### config.mk
export PLATFORM = sky130hd
export DESIGN_NAME = mem_arbiter
export DESIGN_NICKNAME = d
export VERILOG_FILES = /design/src/rtl/mem_arbiter.sv
export SDC_FILE = /design/constraint.sdc
export NUM_CORES = 1
export LEC_CHECK = 0
export ABC_AREA = 1
export BUFFER_PORTS_ARGS = -buffer_cell sky130_fd_sc_hd__buf_2
export CAP_MARGIN = 20
export CORE_MARGIN = 4
export CORE_UTILIZATION = 47
export CTS_CLUSTER_DIAMETER = 200
export DETAILED_ROUTE_END_ITERATION = 16
export PLACE_DENSITY = 0.8
export RECOVER_POWER = 25
export SLEW_MARGIN = 10
export SYNTH_ARGS = -nofsm -noshare
export SYNTH_HDL_FRONTEND = slang
export SYNTH_SLANG_ARGS = --single-unit
### constraint.sdc
create_clock -name clk -period 1.6 [get_ports clk]
set_input_delay 0.4 -clock clk [delete_from_list [all_inputs] [get_ports clk]]
set_output_delay 0.4 -clock clk [all_outputs]
set_load 0.02 [all_outputs]
### src/rtl/mem_arbiter.sv
// mem_arbiter: shares one memory read port between the fetch (IF) and the
// load/store (LS) requesters.
//
// Handshake: a requester raises *_rd_enable with a stable address and holds
// it until its *_rd_ready pulses for one cycle, qualifying *_rd_data. Toward
// memory, mem_rd_enable is a level held from grant until mem_rd_ready is
// sampled high; mem_rd_ready qualifies mem_rd_data on that same edge.
//
// Configuration macro ARB_ROUND_ROBIN_EN: when defined, simultaneous
// requests alternate via a last-grant register (reset to IF, so LS takes
// the first tie). When undefined, LS always wins a tie.
//
// While a ready pulse is on the outputs, no new grant is made. A requester
// that only drops its enable once it has seen ready is therefore never
// served twice for one request.

`ifndef ADDR_SIZE
`define ADDR_SIZE 31
`endif
`ifndef INSTR_SIZE
`define INSTR_SIZE 31
`endif

module mem_arbiter (
    input  logic                 clk,
    input  logic                 reset,
    input  logic                 if_rd_enable,
    input  logic [`ADDR_SIZE:0]  if_rd_addr,
    output logic                 if_rd_ready,
    output logic [`INSTR_SIZE:0] if_rd_data,
    input  logic                 ls_rd_enable,
    input  logic [`ADDR_SIZE:0]  ls_rd_addr,
    output logic                 ls_rd_ready,
    output logic [`INSTR_SIZE:0] ls_rd_data,
    input  logic                 flush,
    output logic                 mem_rd_enable,
    output logic [`ADDR_SIZE:0]  mem_rd_addr,
    input  logic                 mem_rd_ready,
    input  logic [`INSTR_SIZE:0] mem_rd_data,
    output logic                 busy
);

    typedef enum logic [1:0] {
        IDLE     = 2'd0,
        GRANT_IF = 2'd1,
        GRANT_LS = 2'd2,
        DRAIN    = 2'd3
    } state_e;

    state_e               state_q, state_d;
    logic                 mem_rd_enable_q, mem_rd_enable_d;
    logic [`ADDR_SIZE:0]  mem_rd_addr_q, mem_rd_addr_d;
    logic                 if_rd_ready_q, if_rd_ready_d;
    logic                 ls_rd_ready_q, ls_rd_ready_d;
    logic [`INSTR_SIZE:0] if_rd_data_q, if_rd_data_d;
    logic [`INSTR_SIZE:0] ls_rd_data_q, ls_rd_data_d;
    logic                 if_req, ls_req, pick_ls;
`ifdef ARB_ROUND_ROBIN_EN
    // 0 = IF was granted last, 1 = LS was granted last
    logic                 last_ls_q, last_ls_d;
`endif

    // Next-state and output computation for the arbitration FSM
    always_comb begin
        state_d         = state_q;
        mem_rd_enable_d = mem_rd_enable_q;
        mem_rd_addr_d   = mem_rd_addr_q;
        if_rd_ready_d   = 1'b0;
        ls_rd_ready_d   = 1'b0;
        if_rd_data_d    = if_rd_data_q;
        ls_rd_data_d    = ls_rd_data_q;
`ifdef ARB_ROUND_ROBIN_EN
        last_ls_d       = last_ls_q;
`endif
        // No grant while a ready pulse is still being presented
        if_req  = if_rd_enable && !flush && !if_rd_ready_q && !ls_rd_ready_q;
        ls_req  = ls_rd_enable && !if_rd_ready_q && !ls_rd_ready_q;
`ifdef ARB_ROUND_ROBIN_EN
        pick_ls = ls_req && (!if_req || !last_ls_q);
`else
        pick_ls = ls_req;
`endif

        case (state_q)
            IDLE: begin
                if (pick_ls) begin
                    state_d         = GRANT_LS;
                    mem_rd_enable_d = 1'b1;
                    mem_rd_addr_d   = ls_rd_addr;
`ifdef ARB_ROUND_ROBIN_EN
                    last_ls_d       = 1'b1;
`endif
                end else if (if_req) begin
                    state_d         = GRANT_IF;
                    mem_rd_enable_d = 1'b1;
                    mem_rd_addr_d   = if_rd_addr;
`ifdef ARB_ROUND_ROBIN_EN
                    last_ls_d       = 1'b0;
`endif
                end
            end
            GRANT_IF: begin
                if (flush) begin
                    // Fetch abandoned: memory must still complete the read
                    if (mem_rd_ready) begin
                        state_d         = IDLE;
                        mem_rd_enable_d = 1'b0;
                    end else begin
                        state_d = DRAIN;
                    end
                end else if (mem_rd_ready) begin
                    state_d         = IDLE;
                    mem_rd_enable_d = 1'b0;
                    if_rd_ready_d   = 1'b1;
                    if_rd_data_d    = mem_rd_data;
                end
            end
            GRANT_LS: begin
                if (mem_rd_ready) begin
                    state_d         = IDLE;
                    mem_rd_enable_d = 1'b0;
                    ls_rd_ready_d   = 1'b1;
                    ls_rd_data_d    = mem_rd_data;
                end
            end
            DRAIN: begin
                if (mem_rd_ready) begin
                    state_d         = IDLE;
                    mem_rd_enable_d = 1'b0;
                end
            end
            default: state_d = IDLE;
        endcase
    end

    // State and output registers, cleared asynchronously
    always_ff @(posedge clk or negedge reset) begin
        if (!reset) begin
            state_q         <= IDLE;
            mem_rd_enable_q <= 1'b0;
            mem_rd_addr_q   <= '0;
            if_rd_ready_q   <= 1'b0;
            ls_rd_ready_q   <= 1'b0;
            if_rd_data_q    <= '0;
            ls_rd_data_q    <= '0;
`ifdef ARB_ROUND_ROBIN_EN
            last_ls_q       <= 1'b0;
`endif
        end else begin
            state_q         <= state_d;
            mem_rd_enable_q <= mem_rd_enable_d;
            mem_rd_addr_q   <= mem_rd_addr_d;
            if_rd_ready_q   <= if_rd_ready_d;
            ls_rd_ready_q   <= ls_rd_ready_d;
            if_rd_data_q    <= if_rd_data_d;
            ls_rd_data_q    <= ls_rd_data_d;
`ifdef ARB_ROUND_ROBIN_EN
            last_ls_q       <= last_ls_d;
`endif
        end
    end

    assign mem_rd_enable = mem_rd_enable_q;
    assign mem_rd_addr   = mem_rd_addr_q;
    assign if_rd_ready   = if_rd_ready_q;
    assign ls_rd_ready   = ls_rd_ready_q;
    assign if_rd_data    = if_rd_data_q;
    assign ls_rd_data    = ls_rd_data_q;
    assign busy          = (state_q != IDLE);

endmodule
==> summary.txt <==
Detail Placement HPWL = 8.197 mm
Crit path arrival time = 1.16 ns
Final cycle utilization of the critical path = 97.47%
Depth of the CTS H-tree = 3
Hold Vio Cnt, Final = 0
DR vias = 4,011
Cell variety after synth = 17
Root buf cell = clkbuf_8
Clock slew at reported path FFs = 0.10 ns
First-pass iteration count of the detailed router = 5
Std-Cell Rows = 34
Total clock buffers created by CTS = 9
Final antenna-violating net count = 0
Peak fanout along the critical path = 4
Die span in y = 103.9 um
Mean routed wirelength per cell = 13.35 um
Largest buffer count on any clock path = 2
Global placer's final weighted congestion = 0.8379
First-pass GRT wire length = 18.37 mm
X dimension of the die = 103.9 um
Top-level I/O count = 202
Result of the run = finished clean
Fraction of layout instances using a drive strength above 1 = 33.89%
Required arrival time at the worst endpoint = 1.20 ns
Final count of pins violating max slew = 0
Number of maximum-capacitance violations = 0
Number of DRC violations after detailed-routing iteration 0 = 183
Final WL = 10.97 mm
Crit path capture type = output pin
CP Cell Sequence = nor2_4 -> inv_2 -> buf_4
Total grt overflow = 0
Largest clock skew in the final design = 0.01031 ns
Sum Neg Setup Slack = 0 ns
Overall Power = 0.01102 W
Class of the tightest hold or removal check = input pin to flop
Fmax achieved = 641.2 MHz
Maximum number of pins on one net before global-route repair = 66
Insertion delay of the later-clocked pin in the worst-skew pair = 0.35 ns
Via count of the first global-routing pass = 3,848
Number of I/O port buffers = 201
Netlist Area Pre-Place = 4325 um2
Register area share after synthesis = 58.43%
Total power per unit cell area = 1954 nW/um2
CTS tree = yes
Yosys reg bits = 101
Number of instances in the synthesized netlist = 511
Peak per-stage delay on the critical path = 0.43 ns
Mean number of vias per cell = 4.880
Mapped Avg Cell Area = 8.465 um2
Yosys Warn Count = 0
Core area = 8848 um2
Fill cell instance count of the final layout = 765
Layout net count = 811
Post-Synthesis Net Count = 613
Antenna violations before repair = 1
Clock tree sinks = 101
Post-Place Worst Slack = 0.2713 ns
Number of antenna diodes = 0
Die ar. = 10,800 um2
Slew headroom = 62.72%
Area Growth Syn to Fin = 30.37%
Tmin final = 1.560 ns
Finish-stage setup viols = 0
Kind of start point of the critical path = flop
Slew at the pin closest to its max-slew limit = 0.5592 ns
Maximum vdd drop = 0.001068 V
Overall routing resource usage = 20.42%
DR DRC count = 0
Start-to-end type of the worst setup path = flop to output pin
Initial cell density of the core = 48.88%
Post-route worst setup slack = 0.04049 ns
Reported leakage power = 3.387 nW
Highest-delay cell along the critical path = dfrtp_1
power by group:
group	switching [W]	total [W]	internal [W]
Combinational	0.00338	0.00515	0.00177
Clock	0.000920	0.00152	0.000601
Sequential	0.000638	0.00434	0.00371
Total	0.00494	0.0110	0.00608
state kept, by name (all words and copies together), names as in the netlist:
signal and flops:
if_rd_ready 1, mem_rd_enable 1, state_q 2, mem_rd_addr 32
ls_rd_data 32, ls_rd_ready 1, if_rd_data 32
synth_stat cells:
library cell | n | area [um2]
a21oi_1 | 1 | 5.000
buf_2 | 15 | 75.07
buf_4 | 3 | 22.52
buf_6 | 9 | 101.4
clkbuf_1 | 3 | 11.26
dfrtp_1 | 101 | 2527
inv_1 | 39 | 146.4
inv_2 | 2 | 7.510
nand2_1 | 230 | 863.3
nand2_2 | 2 | 12.51
nand3_1 | 34 | 170.2
nand3_2 | 1 | 10.01
nor2_1 | 2 | 7.510
nor2_4 | 3 | 33.78
o21ai_0 | 57 | 285.3
o21ai_1 | 8 | 40.04
o22ai_1 | 1 | 6.260
worst max-delay path: cells and delay by family (launching register included):
kind | cells | cell delay (ns)
flops | 1 | 0.43
buf+inv | 2 | 0.24
simple gates | 1 | 0.14
area by class of cell:
cell class | count | area, um2 | area share, %
clock buffers | 9 | 123.9 | 2.197
inverters | 41 | 153.9 | 2.729
multi-input cells | 339 | 1444 | 25.60
repair buffers | 217 | 1189 | 21.08
well taps | 108 | 135.1 | 2.396
flip-flops and latches | 101 | 2527 | 44.82
clock inverters | 7 | 66.31 | 1.176
layer usage:
layer / vias to the layer above / track usage, % / wire [um]
li1: 1976 / - / -
met1: 1864 / 25.65 / 4420
met2: 147 / 34.45 / 5611
met3: 22 / 4.842 / 698
met4: 2 / 7.502 / 221
met5: - / 0 / 19
cells by family after synthesis:
group / share of synthesized area, %
simple gates: 25.37
compound gates: 7.781
flops: 58.43
buf+inv: 8.418
cells in the final DEF (no fill, tap or decap), drive strengths merged:
| cell | count |
|---|---|
| clkbuf | 10 |
| o22ai | 1 |
| dfrtp | 101 |
| a21oi | 1 |
| nand2 | 232 |
| nor2 | 5 |
| nand3 | 35 |
| clkinv | 3 |
| buf | 215 |
| o21ai | 65 |
| dlygate4sd3 | 1 |
| inv | 44 |
| clkinvlp | 1 |
stage by stage:
| step | utilization (%) | area, um2 | hold WS, ns | std cells |
|---|---|---|---|---|
| 2_1_floorplan | - | 4325 | 0.1044 | 511 |
| 3_3_place_gp | 61.33 | 5426 | 0.3186 | 801 |
| 3_5_place_dp | 61.33 | 5426 | 0.3222 | 801 |
| 4_1_cts | 63.84 | 5649 | 0.2653 | 821 |
| 5_1_grt | 63.73 | 5639 | 0.2805 | 822 |
| 6_report | 63.73 | 5639 | 0.2898 | 822 |
final timing paths:
check / slack (ns) / from / cells after the start / end
worst max-delay path: 0.04 / state_q[1] / 3 / busy
min in group asynchronous: 0.55 / reset / 2 / mem_rd_addr[29]
max in group asynchronous: 0.30 / reset / 3 / mem_rd_addr[18]
worst max register to register: 0.23 / state_q[1] / 6 / if_rd_data[6]
worst min register to register: 0.48 / mem_rd_addr[5] / 2 / mem_rd_addr[5]
worst min-delay path: 0.29 / mem_rd_data[29] / 3 / if_rd_data[29]
what timing repair did:
item / in CTS / in global routing
gates resized for setup: 0 / 1
hold buffers: 1 / 0
setup endpoints to repair: 1 / 1
buffers inserted: 3 / 1
gates cloned: 0 / 0
pin swaps: 1 / 1
endpoints found under the hold margin: 21 / 0
(Power assumes the default switching activity.)
